## src/rtl/enemy_pkg.sv

```systemverilog
`default_nettype none
// ============================================================================
// Module   : enemy_pkg
// Purpose  : Shared formation state encoding, coordinate width and packed-bus
//            slot helper used by the enemy and bullet blocks.
// Revision : 1.0 - initial release
// ============================================================================
package enemy_pkg;

  localparam int COORD_W = 10;

  typedef enum logic [1:0] {
    PLAY       = 2'd0,
    CLEAR_WAIT = 2'd1,
    RESPAWN    = 2'd2
  } formation_state_e;

  // Bit offset of slot idx inside a packed coordinate bus.
  function automatic int coord_lsb(input int idx);
    return idx * COORD_W;
  endfunction

endpackage
`default_nettype wire

```

## src/rtl/enemy_formation_controller_hit_matrix.sv

```systemverilog
`default_nettype none
// ============================================================================
// Module   : enemy_hit_matrix
// Purpose  : Combinational enemy x bullet overlap test with priority
//            resolution into a kill mask and a consumed-bullet mask.
// Revision : 1.0 - initial release
// ============================================================================
module enemy_hit_matrix
  import enemy_pkg::*;
#(
  parameter int ENEMY_COUNT  = 8,
  parameter int BULLET_COUNT = 8,
  parameter int ENEMY_SIZE   = 32
) (
  input  logic [ENEMY_COUNT*COORD_W-1:0]  enemy_x,
  input  logic [ENEMY_COUNT*COORD_W-1:0]  enemy_y,
  input  logic [ENEMY_COUNT-1:0]          enemy_alive,
  input  logic [BULLET_COUNT*COORD_W-1:0] bullet_x,
  input  logic [BULLET_COUNT*COORD_W-1:0] bullet_y,
  input  logic [BULLET_COUNT-1:0]         bullet_active,
  output logic [ENEMY_COUNT-1:0]          kill_mask,
  output logic [BULLET_COUNT-1:0]         consumed_mask
);

  localparam int               EXT_W    = COORD_W + 1;
  localparam logic [EXT_W-1:0] SIZE_EXT = EXT_W'(ENEMY_SIZE);

  logic [EXT_W-1:0]       bx, by, ex, ey;
  logic [ENEMY_COUNT-1:0] overlap, first_hit, claim;

  always_comb begin
    kill_mask     = '0;
    consumed_mask = '0;
    bx            = '0;
    by            = '0;
    ex            = '0;
    ey            = '0;
    overlap       = '0;
    first_hit     = '0;
    claim         = '0;
    for (int j = 0; j < BULLET_COUNT; j++) begin
      bx      = {1'b0, bullet_x[coord_lsb(j) +: COORD_W]};
      by      = {1'b0, bullet_y[coord_lsb(j) +: COORD_W]};
      overlap = '0;
      for (int i = 0; i < ENEMY_COUNT; i++) begin
        ex         = {1'b0, enemy_x[coord_lsb(i) +: COORD_W]};
        ey         = {1'b0, enemy_y[coord_lsb(i) +: COORD_W]};
        overlap[i] = bullet_active[j] && enemy_alive[i]
                  && (bx >= ex) && (bx < ex + SIZE_EXT)
                  && (by >= ey) && (by < ey + SIZE_EXT);
      end
      // A bullet targets only its lowest-index enemy; if a lower bullet
      // already claimed that enemy, this one passes through unconsumed.
      first_hit        = overlap & (~overlap + ENEMY_COUNT'(1));
      claim            = first_hit & ~kill_mask;
      consumed_mask[j] = |claim;
      kill_mask        = kill_mask | claim;
    end
  end

endmodule
`default_nettype wire

```

## src/rtl/enemy_formation_controller.sv

```systemverilog
`default_nettype none
// ============================================================================
// Module   : enemy_formation_controller
// Purpose  : Moves a row of enemies as one formation, resolves bullet hits,
//            counts kills and waves, and respawns the row after a clear.
// Revision : 1.0 - initial release
// ============================================================================
module enemy_formation_controller
  import enemy_pkg::*;
#(
  parameter int ENEMY_COUNT   = 8,
  parameter int BULLET_COUNT  = 8,
  parameter int ENEMY_SIZE    = 32,
  parameter int SCREEN_W      = 640,
  parameter int BREACH_Y      = 448,
  parameter int BASE_X        = 32,
  parameter int BASE_Y        = 64,
  parameter int SPACING       = 64,
  parameter int MOVE_DIV      = 524288,
  parameter int STEP_X        = 2,
  parameter int STEP_DOWN     = 16,
  parameter int MAX_STEP      = 8,
  parameter int RESPAWN_TICKS = 64
) (
  input  logic                            clk25,
  input  logic                            reset,
  input  logic                            revive,
  input  logic [BULLET_COUNT*COORD_W-1:0] bullet_x,
  input  logic [BULLET_COUNT*COORD_W-1:0] bullet_y,
  input  logic [BULLET_COUNT-1:0]         bullet_active,
  output logic [BULLET_COUNT-1:0]         bullet_hit,
  output logic [ENEMY_COUNT*COORD_W-1:0]  enemy_x,
  output logic [ENEMY_COUNT*COORD_W-1:0]  enemy_y,
  output logic [ENEMY_COUNT-1:0]          enemy_alive,
  output logic [15:0]                     kill_count,
  output logic [3:0]                      wave,
  output logic                            wave_clear,
  output logic                            breach
);

  localparam int PRE_W  = $clog2(MOVE_DIV);
  localparam int WAIT_W = $clog2(RESPAWN_TICKS + 1);
  localparam int ENV_W  = COORD_W + 2;

  formation_state_e          state_q, state_d;
  logic [COORD_W-1:0]        off_x_q, off_x_d, off_y_q, off_y_d;
  logic                      dir_left_q, dir_left_d;
  logic [ENEMY_COUNT-1:0]    alive_q, alive_d;
  logic [PRE_W-1:0]          prescaler_q, prescaler_d;
  logic [WAIT_W-1:0]         wait_cnt_q, wait_cnt_d;
  logic [BULLET_COUNT-1:0]   hit_q, hit_d;
  logic [15:0]               kill_q, kill_d;
  logic [3:0]                wave_q, wave_d;
  logic                      wave_clear_q, wave_clear_d;
  logic                      breach_q, breach_d;

  logic                      tick;
  logic [COORD_W-1:0]        pos_x [ENEMY_COUNT];
  logic [COORD_W-1:0]        pos_y;
  logic [COORD_W-1:0]        left_x, right_x, step_sum, step, down_y;
  logic                      hit_right, bounce, past_breach;
  logic [ENEMY_COUNT-1:0]    kill_mask;
  logic [BULLET_COUNT-1:0]   consumed_mask;
  logic [4:0]                kill_num;
  logic [16:0]               kill_sum;

  assign pos_y = COORD_W'(BASE_Y) + off_y_q;

  for (genvar gi = 0; gi < ENEMY_COUNT; gi++) begin : g_pos
    assign pos_x[gi] = COORD_W'(BASE_X + gi * SPACING) + off_x_q;
    assign enemy_x[coord_lsb(gi) +: COORD_W] = pos_x[gi];
    assign enemy_y[coord_lsb(gi) +: COORD_W] = pos_y;
  end

  enemy_hit_matrix #(
    .ENEMY_COUNT  (ENEMY_COUNT),
    .BULLET_COUNT (BULLET_COUNT),
    .ENEMY_SIZE   (ENEMY_SIZE)
  ) u_hit_matrix (
    .enemy_x       (enemy_x),
    .enemy_y       (enemy_y),
    .enemy_alive   (alive_q),
    .bullet_x      (bullet_x),
    .bullet_y      (bullet_y),
    .bullet_active (bullet_active),
    .kill_mask     (kill_mask),
    .consumed_mask (consumed_mask)
  );

  assign tick        = (prescaler_q == PRE_W'(MOVE_DIV - 1));
  assign prescaler_d = tick ? '0 : prescaler_q + PRE_W'(1);

  // Extent comes from the registered mask, so a same-cycle hit cannot
  // shift the edge used for this tick's bounce decision.
  always_comb begin
    left_x  = '0;
    right_x = '0;
    for (int i = ENEMY_COUNT - 1; i >= 0; i--)
      if (alive_q[i]) left_x = pos_x[i];
    for (int i = 0; i < ENEMY_COUNT; i++)
      if (alive_q[i]) right_x = pos_x[i];
  end

  assign step_sum    = COORD_W'(STEP_X) + COORD_W'(wave_q);
  assign step        = (step_sum > COORD_W'(MAX_STEP)) ? COORD_W'(MAX_STEP) : step_sum;
  assign hit_right   = ({2'b00, right_x} + ENV_W'(ENEMY_SIZE) + {2'b00, step}) > ENV_W'(SCREEN_W);
  assign bounce      = dir_left_q ? (left_x < step) : hit_right;
  assign down_y      = off_y_q + COORD_W'(STEP_DOWN);
  assign past_breach = (ENV_W'(BASE_Y) + {2'b00, down_y} + ENV_W'(ENEMY_SIZE)) > ENV_W'(BREACH_Y);

  always_comb begin
    kill_num = '0;
    for (int i = 0; i < ENEMY_COUNT; i++)
      kill_num = kill_num + 5'(kill_mask[i]);
  end

  assign kill_sum = {1'b0, kill_q} + 17'(kill_num);

  always_comb begin
    state_d      = state_q;
    off_x_d      = off_x_q;
    off_y_d      = off_y_q;
    dir_left_d   = dir_left_q;
    alive_d      = alive_q;
    wait_cnt_d   = wait_cnt_q;
    hit_d        = '0;
    kill_d       = kill_q;
    wave_d       = wave_q;
    wave_clear_d = 1'b0;
    breach_d     = 1'b0;
    case (state_q)
      PLAY: begin
        if (tick) begin
          if (bounce) begin
            dir_left_d = ~dir_left_q;
            if (past_breach) begin
              off_y_d  = '0;
              breach_d = 1'b1;
            end else begin
              off_y_d  = down_y;
            end
          end else if (dir_left_q) begin
            off_x_d = off_x_q - step;
          end else begin
            off_x_d = off_x_q + step;
          end
        end
        if (revive) begin
          alive_d = '1;
        end else begin
          alive_d = alive_q & ~kill_mask;
          hit_d   = consumed_mask;
          kill_d  = kill_sum[16] ? 16'hFFFF : kill_sum[15:0];
          if ((|kill_mask) && (alive_d == '0)) begin
            wave_clear_d = 1'b1;
            wait_cnt_d   = '0;
            state_d      = CLEAR_WAIT;
          end
        end
      end
      CLEAR_WAIT: begin
        if (revive) begin
          state_d = RESPAWN;
        end else if (tick) begin
          if (wait_cnt_q == WAIT_W'(RESPAWN_TICKS - 1)) state_d = RESPAWN;
          else wait_cnt_d = wait_cnt_q + WAIT_W'(1);
        end
      end
      RESPAWN: begin
        alive_d    = '1;
        off_x_d    = '0;
        off_y_d    = '0;
        dir_left_d = 1'b0;
        wave_d     = (wave_q == 4'hF) ? wave_q : wave_q + 4'd1;
        state_d    = PLAY;
      end
      default: state_d = PLAY;
    endcase
  end

  always_ff @(posedge clk25 or posedge reset) begin
    if (reset) begin
      state_q      <= PLAY;
      off_x_q      <= '0;
      off_y_q      <= '0;
      dir_left_q   <= 1'b0;
      alive_q      <= '1;
      prescaler_q  <= '0;
      wait_cnt_q   <= '0;
      hit_q        <= '0;
      kill_q       <= '0;
      wave_q       <= '0;
      wave_clear_q <= 1'b0;
      breach_q     <= 1'b0;
    end else begin
      state_q      <= state_d;
      off_x_q      <= off_x_d;
      off_y_q      <= off_y_d;
      dir_left_q   <= dir_left_d;
      alive_q      <= alive_d;
      prescaler_q  <= prescaler_d;
      wait_cnt_q   <= wait_cnt_d;
      hit_q        <= hit_d;
      kill_q       <= kill_d;
      wave_q       <= wave_d;
      wave_clear_q <= wave_clear_d;
      breach_q     <= breach_d;
    end
  end

  assign bullet_hit  = hit_q;
  assign enemy_alive = alive_q;
  assign kill_count  = kill_q;
  assign wave        = wave_q;
  assign wave_clear  = wave_clear_q;
  assign breach      = breach_q;

endmodule
`default_nettype wire

```

## config.mk

```make
export PLATFORM = sky130hd
export DESIGN_NAME = enemy_formation_controller
export DESIGN_NICKNAME = d
export VERILOG_FILES = /design/src/rtl/enemy_pkg.sv /design/src/rtl/enemy_formation_controller_hit_matrix.sv /design/src/rtl/enemy_formation_controller.sv
export SDC_FILE = /design/constraint.sdc
export NUM_CORES = 1
export LEC_CHECK = 0
export CAP_MARGIN = 20
export CELL_PAD_IN_SITES_DETAIL_PLACEMENT = 0
export CELL_PAD_IN_SITES_GLOBAL_PLACEMENT = 1
export CORE_MARGIN = 10
export CORE_UTILIZATION = 45
export CTS_CLUSTER_DIAMETER = 200
export CTS_CLUSTER_SIZE = 30
export DETAILED_ROUTE_END_ITERATION = 8
export PLACE_DENSITY = 0.87
export SLEW_MARGIN = 20
export SYNTH_ARGS = -nofsm -noshare
export SYNTH_HDL_FRONTEND = slang
export SYNTH_SLANG_ARGS = --single-unit
```

## constraint.sdc

```tcl
create_clock -name clk25 -period 19.7 [get_ports clk25]
set_clock_uncertainty 0.05 [all_clocks]
set_input_delay 1.97 -clock clk25 [delete_from_list [all_inputs] [get_ports clk25]]
set_output_delay 1.97 -clock clk25 [all_outputs]
set_load 0.03 [all_outputs]
```

* Yosys cells after proc, flatten, opt, wreduce, memory -nomap -nowiden
Cells that the tools add are included.
** Cells by class
- Add/subtract/negate cells :: 45
- $mul :: 0
- Div/mod/pow operators :: 0
- Magnitude comparators :: 148
- Equality and inequality tests :: 15
- Shift-type cells :: 0
- Multiplexer cells :: 54
- Bitwise operators :: 42
- Reduce and logical (&&, ||, !) cells :: 340
** Operator list (count)
- 10-bit by 11-bit less-than comparator with 1-bit output :: 72
- 10-bit >= comparator :: 72
- 1-bit logical AND :: 321
- 10-bit two-way mux :: 22
- 8-bit bitwise AND :: 16
- 8-bit inverter :: 16
- 10-bit by 6-bit adder with 11-bit output, second input constant :: 10
- 8-bit OR reduction :: 9
- 8-bit by 1-bit adder with 8-bit output, second input constant :: 8
- 8-bit OR :: 7
- 9-bit by 10-bit adder with 10-bit output, first input constant :: 4
- 10-bit one-hot mux with 2 select lines :: 2
- 7-bit two-way mux :: 5
- 8-bit two-way mux :: 3
- 7-bit by 10-bit adder with 10-bit output, first input constant :: 2
- 8-bit by 10-bit adder with 10-bit output, first input constant :: 2
- 19-bit by 1-bit adder with 19-bit output, second input constant :: 1
- 19-bit equality test, second input constant :: 1
- 19-bit two-way mux :: 1
- 16-bit by 5-bit adder with 17-bit output :: 1
- 16-bit two-way mux :: 1
- 2-bit inequality test, second input constant :: 8
- 8-bit one-hot mux with 2 select lines :: 1
- 5-bit by 1-bit adder with 5-bit output :: 3
- 37 further kinds :: 56
** Word-level totals
- Flip-flop bits (word level) :: 87
- Latch bits :: 0
- Bits in writable memories :: 0
- Memory bits (read-only) :: 0
- Input port bits :: 171
- Output and inout bits :: 198
- Word-level logic and storage cells :: 656
- Memories kept :: 0

* Logic depth before layout (Yosys ltp)
- Word-level depth :: 39
- Mapped depth :: 35
- Mapped depth without buffers :: 33

* By module
From an unflattened synthesis, not the netlist that was laid out.
** Second synthesis, totals
- Cell total of the unflattened synthesis :: 6499
- Area, all modules :: 53710.3 µm²
** Modules (own cells, without submodules)
- enemy_hit_matrix :: times used 1, cells each 5659, area an instance 46542.1 µm², sequential area each 0.0 µm²
- enemy_formation_controller :: times used 1, cells each 840, area an instance 7168.1 µm², sequential area each 2087.0 µm²

* Least setup slack after synthesis
OpenSTA, ideal clock, no wires.
- Path type :: register to register
- Start point :: register off_x_q[5]
- End point :: register kill_q[2], in the netlist kill_count[2]
- Library setup time :: 87 ps
- Arrival :: 8733 ps
- Data required time :: 19563 ps
- Setup slack :: 10830 ps
- Stages on the path, launching flop included :: 29
- Path buffers :: 2
- Clock period less this slack :: 8870 ps
- Cells stage by stage :: dfrtp_1 buf_2 inv_1 ha_1 inv_1 nor3_1 xnor2_1 inv_1 ha_1 and4_1 a221oi_1 o21ai_0 or4b_1 nand4_1 o22ai_1 nor4b_1 and2_1 fa_1 fa_1 fa_1 fa_1 inv_1 a21o_1 a21oi_1 nor4bb_1 and3_1 nand3_1 clkbuf_1 o211ai_1
** Between the ends
- Word-level cells in the longest chain between the ends :: 39
- Elaborated cells between the ends (all ways) :: 454
- Those cells by class :: add/sub (32); order compare (128); mux (1); bitwise (37); reduce/logical (256)
** Ends and longest elaborated chain
- start: declaration :: line enemy_formation_controller.sv:46 : logic [COORD_W-1:0] off_x_q, off_x_d, off_y_q, off_y_d;
- start signal: assignment :: line enemy_formation_controller.sv:184 : off_x_q <= '0;
- start signal: assignment :: line enemy_formation_controller.sv:197 : off_x_q <= off_x_d;
- 6-bit by 10-bit adder with 10-bit output * :: line enemy_formation_controller.sv:70 : assign pos_x[gi] = COORD_W'(BASE_X + gi * SPACING) + off_x_q;
- via enemy_x[5] :: line enemy_formation_controller.sv:32 : output logic [ENEMY_COUNT*COORD_W-1:0] enemy_x,
- 10-bit by 6-bit adder with 11-bit output or 10-bit >= comparator (tied branches) :: line enemy_formation_controller_hit_matrix.sv:49 : && (bx >= ex) && (bx < ex + SIZE_EXT)
- 10-bit by 11-bit less-than comparator with 1-bit output or 1-bit logical AND (tied branches) :: line enemy_formation_controller_hit_matrix.sv:49
- 1-bit logical AND :: line enemy_formation_controller_hit_matrix.sv:49
- 1-bit logical AND (2 in a row) :: line enemy_formation_controller_hit_matrix.sv:50 : && (by >= ey) && (by < ey + SIZE_EXT);
- 8-bit inverter :: line enemy_formation_controller_hit_matrix.sv:54 : first_hit = overlap & (~overlap + ENEMY_COUNT'(1));
- 8-bit by 1-bit adder with 8-bit output :: line enemy_formation_controller_hit_matrix.sv:54
- [... 22 more ...]
- 1-bit by 1-bit adder with 2-bit output :: line enemy_formation_controller.sv:114 : kill_num = kill_num + 5'(kill_mask[i]);
- 2-bit by 1-bit adder with 3-bit output :: line enemy_formation_controller.sv:114
- 3-bit by 1-bit adder with 4-bit output :: line enemy_formation_controller.sv:114
- 4-bit by 1-bit adder with 5-bit output :: line enemy_formation_controller.sv:114
- 5-bit by 1-bit adder with 5-bit output (2 in a row) :: line enemy_formation_controller.sv:114
- 5-bit by 1-bit adder with 5-bit output * :: line enemy_formation_controller.sv:114
- 16-bit by 5-bit adder with 17-bit output * :: line enemy_formation_controller.sv:117 : assign kill_sum = {1'b0, kill_q} + 17'(kill_num);
- 16-bit two-way mux * :: line enemy_formation_controller.sv:153 : kill_d = kill_sum[16] ? 16'hFFFF : kill_sum[15:0];
- end signal: assignment :: line enemy_formation_controller.sv:204 : kill_q <= kill_d;
- end: declaration :: line enemy_formation_controller.sv:52 : logic [15:0] kill_q, kill_d;
The timed path passes the listed nets; every way through them passes the cells marked *.
A chain may end at the register's enable or synchronous reset.

* Worst setup path in the final report
- Start point :: register off_x_q[5]
- End point :: register kill_q[1], in the netlist kill_count[1]
** Between the ends
- Word-level cells in the longest chain between the ends :: 39
- Elaborated cells between the ends (all ways) :: 454
- Those cells by class :: add/sub (32); order compare (128); mux (1); bitwise (37); reduce/logical (256)
** Ends and longest elaborated chain (line)
- 6-bit by 10-bit adder with 10-bit output or 7-bit by 10-bit adder with 10-bit output (tied branches) :: enemy_formation_controller.sv:70
- 10-bit by 6-bit adder with 11-bit output or 10-bit >= comparator (tied branches) :: enemy_formation_controller_hit_matrix.sv:49
- 10-bit by 11-bit less-than comparator with 1-bit output or 1-bit logical AND (tied branches) :: enemy_formation_controller_hit_matrix.sv:49
- 1-bit logical AND :: enemy_formation_controller_hit_matrix.sv:49
- 1-bit logical AND (2 in a row) :: enemy_formation_controller_hit_matrix.sv:50
- 8-bit inverter :: enemy_formation_controller_hit_matrix.sv:54
- 8-bit by 1-bit adder with 8-bit output :: enemy_formation_controller_hit_matrix.sv:54
- 8-bit bitwise AND :: enemy_formation_controller_hit_matrix.sv:54
- [... 21 more ...]
- 1-bit by 1-bit adder with 2-bit output :: enemy_formation_controller.sv:114
- 2-bit by 1-bit adder with 3-bit output :: enemy_formation_controller.sv:114
- 3-bit by 1-bit adder with 4-bit output :: enemy_formation_controller.sv:114
- 4-bit by 1-bit adder with 5-bit output :: enemy_formation_controller.sv:114
- 5-bit by 1-bit adder with 5-bit output (2 in a row) :: enemy_formation_controller.sv:114
- 5-bit by 1-bit adder with 5-bit output * :: enemy_formation_controller.sv:114
- 16-bit by 5-bit adder with 17-bit output * :: enemy_formation_controller.sv:117
- 16-bit two-way mux * :: enemy_formation_controller.sv:153
Every way passes the cells marked *; elsewhere a longest branch is shown, timed or not.

==> flow_summary.ini <==
[run_status]
status = completed

[placement]
place_hpwl_um = 75450
pre_cts_ws_ns = 8.490
routabilityCongestion = 1.026
io_buffer_count = 304

[worst_setup_path]
crit_path_max_incr_delay_ns = 0.90
r2r_start = off_x_q[5]
rr_worst_depth = 31
cp_common_cell = fa_1
r2r_end = kill_count[1]
cp_max_fo = 16
startpoint_type = register
cp.required_ns = 19.93
critical_path_class = reg2reg
crit_slowest_cell = xnor2_2
reg2reg_slack_ns = 8.07
cp-end-kind = register
worstPathArrival_ns = 11.86

[layout]
diodes = 0
final_net_count = 3564
nFillCells = 4355
drive_above_1_share_pct = 5.842
register_area_mm2 = 0.002087
multiInputGateArea_mm2 = 0.01772
syn_to_final_growth_pct = 16.73

[job]
drv_cap = 0

[synthesis]
synth.avg_cell_area_um2 = 7.993
ys.flop_type = dfrtp_1
synthArstFlopShare_pct = 100.0
ys_warn_count = 0
synth_edf_count = 0
syn_area_mm2 = 0.02135
synth_top_area_share_pct = 29.19
synth_area_leaders = ha_1, dfrtp_1, a21oi_1, buf_4, o21ai_0
ys_seq_area_share_pct = 9.776
synth_top_cell_by_area = ha_1
syn_inst = 2671
synth-seq-cells = 83
yosysUniqueCellTypes = 107

[timing]
period_minus_slack_ns = 11.63
setup_viol = 0
worst_slack_ns = 8.065
setup_tns_ns = 0
rsz0062_at_grt = false
fmax_mhz = 85.95
fin_crit_sh_pct = 59.06
finalMaxSlewViolations = 0
worst_pin_slew_ns = 1.251
slew_headroom_pct = 15.97
hold_viol = 0

[clock_tree]
ctsRootBufferMaster = clkbuf_16
cts_tree = yes
cts-htree-levels = 3
clk_pin_slew_ns = 0.07
post_cts_resize_count = 0
cts_sinks = 83
clk_path_buf_depth = 2
cts_hold_repair.buffers = 0
post_cts_buffers = 0
numCtsBuffers = 9
clock_latency_ns = 0.37

[routing]
drc = 0
wire_per_inst_um = 28.21
detail-route-antenna-nets = 0
vias = 23007
wl_um = 98720
firstDrtPassIters = 6
vias_per_cell = 6.573
drtIter0Drc = 2328

[global_route]
grt_pass1_wl_um = 143000
antenna_found_initial = 5
overflow = 0
grt_pass1_vias = 22049
grt_start_max_net_pins = 52
track_usage_pct = 33.51

[floorplanning]
coreArea_mm2 = 0.04675
die_area_mm2 = 0.05656
start_util_pct = 45.66
num_rows = 79
die_h_um = 237.8
ioPinCount = 369
fp.dieW_um = 237.8

[hold_path]
hold_depth = 1
min_to = prescaler_q[10]
worstHoldStart = prescaler_q[10]
min_path_type = reg2reg

[pwr]
p_switching_mw = 0.3528
leakage_nw = 11.20
internal-power_mw = 0.4703
p_per_area_mw_per_mm2 = 33.03
pwr-share-clk_pct = 24.6
ir_drop_v = 0.00006348
pwr-share-comb_pct = 51.0
netSwitchingFraction_pct = 42.86
seqPwrFrac_pct = 24.4
-- metrics by stage --
| step | instance area (um^2) | power [mW] | util, % | instances | hold slack [ns] |
|---|---|---|---|---|---|
| 6_report | 24920 | 0.8231 | 53.30 | 3500 | 0.4203 |
| 4_1_cts | 24910 | 0.8202 | 53.28 | 3500 | 0.4247 |
| 2_1_floorplan | 21470 | 0.4627 | - | 2704 | 0.3875 |
| 3_3_place_gp | 24540 | 0.6016 | 52.49 | 3483 | 0.4030 |
| 5_1_grt | 24920 | 0.8749 | 53.30 | 3500 | 0.4384 |
| 3_5_place_dp | 24570 | 0.6152 | 52.55 | 3484 | 0.4084 |
-- sequential cells by signal, summed over array words and instances, names as in the netlist, 4 cells and up --
name,cells
bullet_hit,8
enemy_alive,8
kill_count,16
off_x_q,10
off_y_q,6
prescaler_q,19
wait_cnt_q,7
wave,4
-- layout by cell type (no fill, tap or decap), types with 16 or more instances in the layout --
master and count:
nand2_1 143, ha_1 498, or2_2 22, conb_1 35
and3_1 25, a211oi_1 26, a21oi_1 220, inv_1 126
o21a_1 39, nand4_1 34, o31ai_1 21, nor3b_1 19
nand2b_1 47, and2_1 23, xnor2_1 47, nand3_1 92
dfrtp_1 75, nor2b_1 38, or3_1 21, nor3_1 51
o21ai_0 158, a211o_1 16, o211ai_1 40, a31oi_1 31
buf_4 59, nor4_1 22, a21o_1 54, and4_1 16
or4_1 19, nor2_1 173, clkdlybuf4s50_1 304, xor2_1 19
-- cell families after synthesis --
kind of cell | after synthesis | share of synthesized area, %
AOI/OAI and AO/OA | 858 | 27.21
and+or+nand+nor | 806 | 20.38
adders and majority gates | 507 | 29.94
buffers and inverters | 324 | 8.199
xor gates and xnor gates | 85 | 4.143
DFF | 83 | 9.776
muxes | 6 | 0.3165
other | 2 | 0.03518
-- layer usage --
layer | wire length (um) | global-route usage (%) | vias to the layer above
met2 | 42060 | 51.21 | 1184
li1 | - | - | 10510
met1 | 41610 | 44.17 | 11026
met3 | 9695 | 7.319 | 283
met5 | 28 | 0 | -
met4 | 5329 | 15.73 | 4
-- how the worst max path moves through the flow --
stage / startpoint / endpoint / cells after the start / slack, ns
2_1_floorplan: off_x_q[5] / kill_count[2] / 28 / 10.83
3_3_place_gp: off_x_q[5] / kill_count[1] / 31 / 8.67
3_5_place_dp: off_x_q[5] / kill_count[0] / 31 / 8.49
4_1_cts: off_x_q[5] / kill_count[1] / 31 / 8.48
5_1_grt: off_x_q[5] / kill_count[0] / 31 / 7.82
6_report: off_x_q[5] / kill_count[1] / 31 / 8.07
-- final cells by class --
class                           instances  share of cell area (%)
Multi-Input combinational cell       2297                   71.11
Timing Repair Buffer                  364                   14.10
Sequential cell                        83                   8.374
Tap cell                              607                   3.047
Inverter                              133                   2.008
Clock buffer                           10                  0.9589
Clock inverter                          6                  0.4016
-- synth_stat cells, drive strengths merged (16+ instances only) --
| cell | count |
|---|---|
| or2 | 22 |
| nand4 | 34 |
| or3 | 22 |
| a21o | 54 |
| nand2 | 143 |
| ha | 498 |
| and2 | 23 |
| clkbuf | 41 |
| a31oi | 31 |
| o21a | 39 |
| o211ai | 41 |
| nor3 | 53 |
| nor4 | 26 |
| or4 | 19 |
| o21ai | 167 |
| inv | 130 |
| nor3b | 20 |
| and3 | 26 |
| nand2b | 48 |
| buf | 150 |
| nor2 | 174 |
| o31ai | 21 |
| a211o | 16 |
| xnor2 | 61 |
| dfrtp | 75 |
| nor2b | 38 |
| xor2 | 19 |
| and4 | 17 |
| nand3 | 93 |
| a211oi | 27 |
| a21oi | 220 |
-- power by group through the flow --
stage	Combinational, mW	Clock [mW]	Sequential, mW
2_1_floorplan	0.254	0	0.208
3_3_place_gp	0.399	0	0.203
3_5_place_dp	0.412	0	0.203
4_1_cts	0.415	0.206	0.200
5_1_grt	0.460	0.213	0.202
6_report	0.420	0.202	0.201
-- worst max-delay path, delay by kind of cell, from the launching register on --
kind,cells,cell delay (ns)
AOI/OAI and AO/OA,9,1.29
adders and majority gates,6,2.65
DFF,1,0.71
buffers and inverters,5,2.00
xor gates and xnor gates,1,0.90
and+or+nand+nor,10,3.93
(Power assumes the default switching activity.)
